**src/rtl/fetch_sequencer.sv**
```systemverilog
// Fetch sequencer: owns the PC, fetches one instruction per req/ack, hands it to decode.
// Latency: instr_valid rises one cycle after imem_ack; next fetch starts one cycle after consume.
// Backpressure: holds instr until instr_ready (no prefetch); memory may stall indefinitely. Optional FETCH_PERF_CNT_EN adds counters.
module fetch_sequencer #(
  parameter int                ADDR_W   = 32,
  parameter logic [ADDR_W-1:0] RESET_PC = '0
) (
  input  logic              clk,
  input  logic              rst_n,
  output logic              imem_req,
  output logic [ADDR_W-1:0] imem_addr,
  input  logic              imem_ack,
  input  logic [31:0]       imem_rdata,
  output logic              instr_valid,
  input  logic              instr_ready,
  output logic [31:0]       instr,
  output logic [ADDR_W-1:0] instr_pc,
  output logic [ADDR_W-1:0] link_addr,
  input  logic              jump,
  input  logic              branch,
  input  logic              bnq,
  input  logic              zero,
`ifdef FETCH_PERF_CNT_EN
  input  logic [31:0]       branch_imm,
  output logic [31:0]       retired_cnt,
  output logic [31:0]       redirect_cnt
`else
  input  logic [31:0]       branch_imm
`endif
);

  typedef enum logic [1:0] {RST_WAIT, FETCH, HOLD} state_t;

  state_t            state;
  logic [ADDR_W-1:0] pc;
  logic [ADDR_W-1:0] pc4;
  logic [ADDR_W-1:0] jump_tgt;
  logic [ADDR_W-1:0] br_tgt;
  logic [ADDR_W-1:0] next_pc;
  logic [31:0]       imm_sh;
  logic              br_taken;
  logic              consume;

  assign pc4       = instr_pc + ADDR_W'(4);
  assign imm_sh    = branch_imm << 2;
  assign br_tgt    = pc4 + ADDR_W'(imm_sh);
  assign jump_tgt  = {pc4[ADDR_W-1:28], instr[25:0], 2'b00};
  // An illegal beq+bne combination redirects if either condition holds.
  assign br_taken  = (branch && zero) || (bnq && !zero);
  assign consume   = (state == HOLD) && instr_ready;
  assign imem_addr = pc;
  assign link_addr = pc4;

  always_comb begin
    next_pc = pc4;
    if (jump)
      next_pc = jump_tgt;
    else if (br_taken)
      next_pc = br_tgt;
  end

  always_ff @(posedge clk or negedge rst_n) begin
    if (!rst_n) begin
      state       <= RST_WAIT;
      pc          <= RESET_PC;
      imem_req    <= 1'b0;
      instr_valid <= 1'b0;
      instr       <= '0;
      instr_pc    <= '0;
    end else begin
      case (state)
        RST_WAIT: begin
          state    <= FETCH;
          imem_req <= 1'b1;
        end
        FETCH: begin
          if (imem_ack) begin
            instr       <= imem_rdata;
            instr_pc    <= pc;
            imem_req    <= 1'b0;
            instr_valid <= 1'b1;
            state       <= HOLD;
          end
        end
        HOLD: begin
          if (instr_ready) begin
            pc          <= next_pc;
            instr_valid <= 1'b0;
            imem_req    <= 1'b1;
            state       <= FETCH;
          end
        end
        default: begin
          state       <= RST_WAIT;
          imem_req    <= 1'b0;
          instr_valid <= 1'b0;
        end
      endcase
    end
  end

`ifdef FETCH_PERF_CNT_EN
  always_ff @(posedge clk or negedge rst_n) begin
    if (!rst_n) begin
      retired_cnt  <= '0;
      redirect_cnt <= '0;
    end else if (consume) begin
      retired_cnt <= retired_cnt + 32'd1;
      if (next_pc != pc4)
        redirect_cnt <= redirect_cnt + 32'd1;
    end
  end
`endif

endmodule

```
**config.mk**
```make
export PLATFORM = sky130hd
export DESIGN_NAME = fetch_sequencer
export DESIGN_NICKNAME = d
export VERILOG_FILES = /design/src/rtl/fetch_sequencer.sv
export SDC_FILE = /design/constraint.sdc
export NUM_CORES = 1
export LEC_CHECK = 0
export CORE_ASPECT_RATIO = 0.7
export CORE_MARGIN = 4
export CORE_UTILIZATION = 51
export CTS_CLUSTER_SIZE = 28
export DETAILED_ROUTE_END_ITERATION = 16
export PLACE_DENSITY = 0.84
export SLEW_MARGIN = 20
export SYNTH_ARGS = -nofsm -noshare
export SYNTH_HDL_FRONTEND = slang
export SYNTH_SLANG_ARGS = --single-unit
```
**constraint.sdc**
```tcl
create_clock -name clk -period 10.1 [get_ports clk]
set_input_delay 1.01 -clock clk [delete_from_list [all_inputs] [get_ports clk]]
set_output_delay 1.01 -clock clk [all_outputs]
set_load 0.01 [all_outputs]
```
==> impl_metrics.py, run 1 <==
metrics = {
    "sta": {
        "final_hold_viol_count": 0,
        "final.min_clock_period_ns": 4.273,
        "tns_ns": 0,
        "setup_viol": 0,
        "fmax_ghz": 0.2340,
        "slew_headroom_pct": 34.14,
        "slew_violations": 0,
        "max_slew.worst_pin.slew_ns": 0.9869,
        "layout_setup_ws_ns": 5.827,
        "hold-worst-slack_ns": 0.5036,
        "period_share_pct": 42.31,
        "rsz0062_at_grt": "no",
        "finClkSkew_ns": 0.01085,
    },
    "critical_path": {
        "cp-end-kind": "register",
        "cp_cell_sequence": "and3_1 > and3_1 > nand3_1 > nor2_1 > xor2_1 > ha_1 > a21oi_2 > a21oi_1 > or3_1 > a21o_1 > a21oi_4 > o21ai_2 > o31a_1 > xnor2_1 > a211o_1 > a31oi_1",
        "rr_startpoint": "instr_pc[4]",
        "cp.arrival_ns": 4.55,
        "r2r_cells": 16,
        "cpPeakStageDelay_ns": 0.45,
        "path_max_fanout": 6,
        "cp_slowest_cell": "dfrtp_1",
        "critPathRequiredTime_ns": 10.37,
        "cp-startpoint": "instr_pc[4]",
        "setup.worst_path.class": "reg -> reg",
        "cp_common_cell": "and3_1",
        "cp-start-kind": "register",
    },
    "clocking": {
        "hold_buffers": 0,
        "clock_latency_ns": 0.35,
        "post-cts-setup-buffer-count": 0,
        "cts_buffers": 9,
        "cts_tree": "built",
        "post_cts_resized": 0,
        "numClockSinks": 99,
        "root_buffer": "clkbuf_16",
        "clkTransAtPathRegs_ns": 0.07,
        "h-tree-depth": 3,
        "clockBufferDepth": 2,
    },
    "detailed_routing": {
        "post_drt_via_cell_ratio": 5.886,
        "highest_layer": "met4",
        "drt_iter0_drc": 490,
        "ant_nets": 0,
        "post_drt_wl_per_cell_um": 20.37,
        "dr_wl_met2_mm": 8.957,
        "vias": 5868,
        "wirelength_mm": 20.31,
        "drc": 0,
        "wl_met1_mm": 9.060,
        "wl_met3_mm": 1.973,
        "drtPass1Iterations": 7,
    },
    "floorplanning": {
        "start_util_pct": 52.62,
        "core_area_um2": 11850,
        "core.rowCount": 33,
        "die_w_um": 140.2,
        "dieArea_um2": 14090,
        "io_pins": 202,
        "die_y_um": 100.5,
    },
    "synth": {
        "synth_seq_area_share_pct": 39.73,
        "syn_inst": 648,
        "syn_nets": 757,
        "synthArstFlopShare_pct": 100.0,
        "synth_cell_types": 54,
        "syn-cell-area_um2": 6236,
        "yosys_warnings": 0,
        "dominantRegCellSynth": "dfrtp_1",
        "ys_seq_elements": 99,
        "syn_avg_cell_area_um2": 9.623,
        "synth_edf_count": 0,
    },
    "power_and_ir_drop": {
        "vdd_drop_max_uv": 209.7,
        "p_per_area_nw_per_um2": 319.6,
        "p_leak_nw": 3.738,
        "total_power_mw": 2.761,
    },
    "layout": {
        "post_route_cells_drive_above_1_share_pct": 11.31,
        "antenna_cells": 0,
        "finalInstanceArea_um2": 8638,
        "fin_nets": 945,
        "syn2layout_area_growth_pct": 38.52,
    },
    "global_route": {
        "overflow": 0,
        "antenna_found_initial": 0,
        "grt_max_degree": 68,
        "first_global_vias": 5904,
        "track_usage_pct": 28.54,
        "grt_pass1_wl_mm": 31.62,
    },
    "min_path": {
        "hold_class": "reg -> reg",
        "min_from": "instr[27]",
        "min_path_cells": 1,
    },
    "placement": {
        "gp_congestion": 0.8864,
        "postPlaceCellArea_um2": 8353,
        "dp_hpwl_mm": 15.53,
        "dp_slack_ns": 5.800,
        "numPortBuffers": 199,
    },
    "status": {
        "status": "finished clean",
    },
    "flow_run": {
        "drv_cap": 0,
    },
}
layout make-up:
class	count	area [um2]
Sequential cell	99	2477
Inverter	7	26.28
Clock buffer	10	239.0
Tap cell	157	196.4
Clock inverter	5	46.29
Multi-Input combinational cell	515	3626
Fill cell	838	3212
Timing Repair Buffer	204	2027
cells in the final DEF (no fill, tap or decap), drive strengths merged, types with 3 or more instances in the layout:
cell type | netlist | final
inv | 7 | 10
xnor2 | 37 | 37
mux2 | 66 | 66
a21o | 22 | 22
nor3 | 4 | 4
nand3 | 13 | 13
or2 | 3 | 3
clkbuf | 23 | 10
buf | 4 | 6
nand2b | 6 | 6
nand4 | 6 | 6
and3 | 12 | 12
o211ai | 6 | 6
nor2 | 48 | 48
nand2 | 80 | 80
xor2 | 16 | 16
o31ai | 5 | 5
mux2i | 5 | 5
a211o | 3 | 3
clkdlybuf4s50 | 0 | 198
a21oi | 43 | 43
a31oi | 3 | 3
o21ai | 55 | 55
ha | 36 | 36
and2 | 3 | 3
dfrtp | 99 | 99
a211oi | 13 | 13
or3 | 4 | 4
o21bai | 3 | 3
sequential cells by signal (all words and copies together), names as in the netlist:
register     count
instr_valid      1
instr           32
instr_pc        32
imem_addr       32
state            2
per-stage QoR:
| stage | util, % | std cells |
|---|---|---|
| after floorplan | - | 648 |
| after global placement | 70.49 | 982 |
| after detailed placement | 70.49 | 982 |
| after CTS | 72.90 | 997 |
| after global routing | 72.90 | 997 |
| final | 72.90 | 997 |
final timing paths:
| check | endpoint | slack, ns |
|---|---|---|
| setup / recovery | imem_addr[23] | 5.83 |
| min in group asynchronous | instr[0] | 0.59 |
| hold reg to reg | instr[27] | 0.50 |
| max in group asynchronous | instr_pc[7] | 8.28 |
| setup reg to reg | imem_addr[23] | 5.83 |
| hold / removal | instr[27] | 0.50 |
synthesized netlist by cell type, drive strengths merged, types with 3 or more instances:
| cell | n | area share [%] |
|---|---|---|
| a211o | 3 | 0.42 |
| a211oi | 13 | 1.7 |
| or2 | 3 | 0.30 |
| o31ai | 5 | 0.60 |
| or3 | 4 | 0.40 |
| buf | 4 | 0.38 |
| clkbuf | 23 | 1.4 |
| nand2 | 80 | 4.8 |
| nand4 | 6 | 0.60 |
| and2 | 3 | 0.30 |
| dfrtp | 99 | 40 |
| nor2 | 48 | 2.9 |
| o211ai | 6 | 0.72 |
| o21ai | 55 | 4.5 |
| nand3 | 13 | 1.0 |
| a31oi | 3 | 0.30 |
| nand2b | 6 | 0.60 |
| o21bai | 3 | 0.36 |
| ha | 36 | 7.2 |
| a21oi | 43 | 3.7 |
| nor3 | 4 | 0.32 |
| a21o | 22 | 2.6 |
| xor2 | 16 | 2.2 |
| xnor2 | 37 | 5.2 |
| inv | 7 | 0.42 |
| mux2 | 66 | 12 |
| mux2i | 5 | 0.80 |
| and3 | 12 | 1.2 |
layer usage:
layer | up-vias | GRT usage [%]
met5 | - | 0
met4 | 0 | 6.999
met3 | 34 | 7.681
met2 | 305 | 43.42
met1 | 2828 | 40.88
li1 | 2701 | -
kinds of logic after synthesis:
| group | Yosys count | share of synthesized area [%] |
|---|---|---|
| AO/OA/AOI/OAI | 164 | 16.53 |
| multiplexers | 71 | 12.72 |
| XOR/XNOR | 53 | 7.444 |
| adder cells (fa/ha/maj) | 37 | 7.544 |
| AND/OR/NAND/NOR | 190 | 13.84 |
| buffers and inverters | 34 | 2.187 |
| flip-flops | 99 | 39.73 |
critical path: cells and delay by family (launching register included):
family / cells / cell delay, ns
AO/OA/AOI/OAI: 8 / 1.60
AND/OR/NAND/NOR: 5 / 1.21
XOR/XNOR: 2 / 0.54
flip-flops: 1 / 0.45
adder cells (fa/ha/maj): 1 / 0.38
where the power goes:
group / leakage (nW) / switching (mW) / internal [mW] / total, mW
Combinational: 2.38 / 0.800 / 0.848 / 1.65
Sequential: 1.22 / 0.197 / 0.578 / 0.775
Clock: 0.141 / 0.160 / 0.177 / 0.337
Total: 3.74 / 1.16 / 1.60 / 2.76
Note: power is estimated with default switching activity, not from simulation.
==> inputs of run 2 (changes only) <==
--- a/config.mk
+++ b/config.mk
@@ -7,10 +7,10 @@
 export LEC_CHECK = 0
 export CORE_ASPECT_RATIO = 0.7
 export CORE_MARGIN = 4
-export CORE_UTILIZATION = 51
+export CORE_UTILIZATION = 43
 export CTS_CLUSTER_SIZE = 28
 export DETAILED_ROUTE_END_ITERATION = 16
-export PLACE_DENSITY = 0.84
+export PLACE_DENSITY = 0.75
 export SLEW_MARGIN = 20
 export SYNTH_ARGS = -nofsm -noshare
 export SYNTH_HDL_FRONTEND = slang
==> constraint.sdc (replaced) <==
create_clock -name clk -period 3.8 [get_ports clk]
set_input_delay 0.38 -clock clk [delete_from_list [all_inputs] [get_ports clk]]
set_output_delay 0.38 -clock clk [all_outputs]
set_load 0.01 [all_outputs]
==> impl_metrics.py, run 2 (same netlist as run 1, synthesis figures left out) <==
metrics = {
    "critical_path": {
        "path_max_fanout": 4,
        "cp-startpoint": "instr_pc[4]",
        "cp.depth": 19,
        "cpPeakStageDelay_ns": 0.38,
        "reg2reg_slack_ns": 0.08,
        "cp_top_family": "compound AO/OA/AOI/OAI gates",
        "rr_startpoint": "instr_pc[4]",
        "r2r_cells": 19,
        "cp_slowest_cell": "a2111o_1",
        "crit_path_end": "imem_addr[25]",
        "critPathRequiredTime_ns": 3.99,
        "critPathBufInv": 2,
        "cp_cell_sequence": "and3_4 > and3_4 > nand3_4 > buf_4 > nor2_4 > nand2_1 > xnor2_2 > ha_2 > a21oi_2 > o21ai_2 > nor4_2 > nor3_2 > buf_4 > a21oi_4 > o21ai_2 > o31a_1 > a2111o_1 > nand4_1 > o211ai_1",
        "cp-end-kind": "register",
        "timing.rr.end": "imem_addr[25]",
        "cp-start-kind": "register",
        "setup.worst_path.class": "reg -> reg",
        "cp.arrival_ns": 3.91,
    },
    "power_and_ir_drop": {
        "p_per_area_nw_per_um2": 847.6,
        "p_sw_mw": 3.290,
        "internal_power_mw": 4.767,
        "vdd_drop_max_uv": 665.7,
        "p_leak_nw": 4.162,
        "seq_power_share_pct": 24.8,
        "p_comb_share_pct": 63.5,
        "switching_share_pct": 40.84,
        "clock_power_share_pct": 11.8,
    },
    "detailed_routing": {
        "post_drt_wl_per_cell_um": 20.09,
        "vias": 6046,
        "drc": 0,
        "drt_iter0_drc": 459,
        "drtPass1Iterations": 5,
        "ant_nets": 0,
        "wirelength_mm": 21.94,
        "post_drt_via_cell_ratio": 5.537,
    },
    "placement": {
        "gp_congestion": 0.9051,
        "postPlaceCellArea_um2": 8820,
        "dp_hpwl_mm": 16.86,
        "numPortBuffers": 199,
    },
    "clocking": {
        "clkTransAtPathRegs_ns": 0.07,
        "clockBufferDepth": 2,
        "numClockSinks": 99,
        "clock_latency_ns": 0.35,
        "cts_tree": "built",
        "h-tree-depth": 3,
        "root_buffer": "clkbuf_16",
        "cts_buffers": 9,
        "hold_buffers": 0,
    },
    "layout": {
        "syn2layout_area_growth_pct": 52.45,
        "post_route_cells_drive_above_1_share_pct": 22.95,
        "finalInstanceArea_um2": 9507,
        "final_cell_mix": "198 x clkdlybuf4s50_1, 99 x dfrtp_1, 78 x nand2_1, 66 x mux2_2, 66 x buf_4",
        "antenna_cells": 0,
        "fin_nets": 1006,
        "layout_commonest_cell": "clkdlybuf4s50_1",
    },
    "sta": {
        "max_slew.worst_pin.slew_ns": 0.8452,
        "period_share_pct": 97.88,
        "slew_violations": 0,
        "rsz0062_at_grt": "yes",
        "setup_viol": 0,
        "slew_headroom_pct": 43.48,
        "finClkSkew_ns": 0.005296,
        "hold-worst-slack_ns": 0.1302,
        "final_hold_viol_count": 0,
        "final.min_clock_period_ns": 3.719,
        "fmax_ghz": 0.2689,
    },
    "floorplanning": {
        "core.rowCount": 36,
        "io_pins": 202,
        "die_w_um": 151.9,
        "core_area_um2": 14050,
        "die_y_um": 108.8,
        "start_util_pct": 44.37,
        "dieArea_um2": 16520,
    },
    "global_route": {
        "overflow": 0,
        "grt_max_degree": 68,
        "first_global_vias": 5871,
        "track_usage_pct": 25.62,
        "antenna_found_initial": 0,
        "grt_pass1_wl_mm": 33.11,
    },
    "min_path": {
        "hold_class": "in -> async",
    },
    "status": {
        "status": "finished clean",
    },
    "flow_run": {
        "drv_cap": 0,
    },
}
run 2: power by group through the flow:
stage	combinational (mW)	clock (mW)	sequential, mW
after floorplan	2.16	0	2.14
after global placement	4.73	0	1.96
after detailed placement	4.81	0	1.98
after CTS	4.87	0.967	1.97
after global routing	5.49	1.01	2.05
final	5.11	0.949	1.99
run 2: worst min path at each step:
stage	startpoint	slack, ns	depth (start not counted)	endpoint
2_1_floorplan	rst_n	0.08	0	imem_addr[0]
3_3_place_gp	instr[28]	0.49	1	instr[28]
3_5_place_dp	instr[28]	0.49	1	instr[28]
4_1_cts	rst_n	0.16	1	imem_addr[2]
5_1_grt	rst_n	0.20	1	instr_pc[2]
6_report	rst_n	0.13	1	imem_addr[3]
run 2: per-layer routing:
layer	routed length, um	part of all wire [%]	GRT usage (%)
met2	9294	42	36.85
met4	284	1.3	5.516
met1	10250	47	38.20
met3	2109	9.6	7.457
met5	0	0	0
run 2: area by class of cell:
type	count	area, um2
Fill cell	1106	4547
Multi-Input combinational cell	515	3964
Timing Repair Buffer	265	2497
Sequential cell	99	2477
Clock buffer	12	246.5
Tap cell	190	237.7
Clock inverter	4	57.56
Inverter	7	26.28
run 2: through the flow:
stage | utilization, % | setup WS, ns | total power [mW] | setup TNS [ns] | std cells
after floorplan | - | 0.04225 | 4.304 | 0 | 648
after global placement | 62.76 | 0.07922 | 6.691 | 0 | 1070
after detailed placement | 62.76 | -0.01713 | 6.792 | -0.01713 | 1070
after CTS | 65.12 | 0.01599 | 7.807 | 0 | 1087
after global routing | 67.65 | -0.05460 | 8.546 | -0.2066 | 1092
final | 67.65 | 0.08075 | 8.058 | 0 | 1092
run 2: timing repair:
item	CTS	global route
gates cloned	0	0
buffers inserted	1	5
endpoints found under the hold margin	0	0
gates resized for setup	2	61
pin swaps	1	16
endpoints found under the setup margin	1	14
==> inputs of run 3 (changes only) <==
--- a/config.mk
+++ b/config.mk
@@ -10,6 +10,7 @@
 export CORE_UTILIZATION = 43
 export CTS_CLUSTER_SIZE = 28
 export DETAILED_ROUTE_END_ITERATION = 16
+export HOLD_SLACK_MARGIN = 0.15
 export PLACE_DENSITY = 0.75
 export SLEW_MARGIN = 20
 export SYNTH_ARGS = -nofsm -noshare
==> results of run 3 <==
The final DEF is identical to that of run 2; final timing and power are the same.
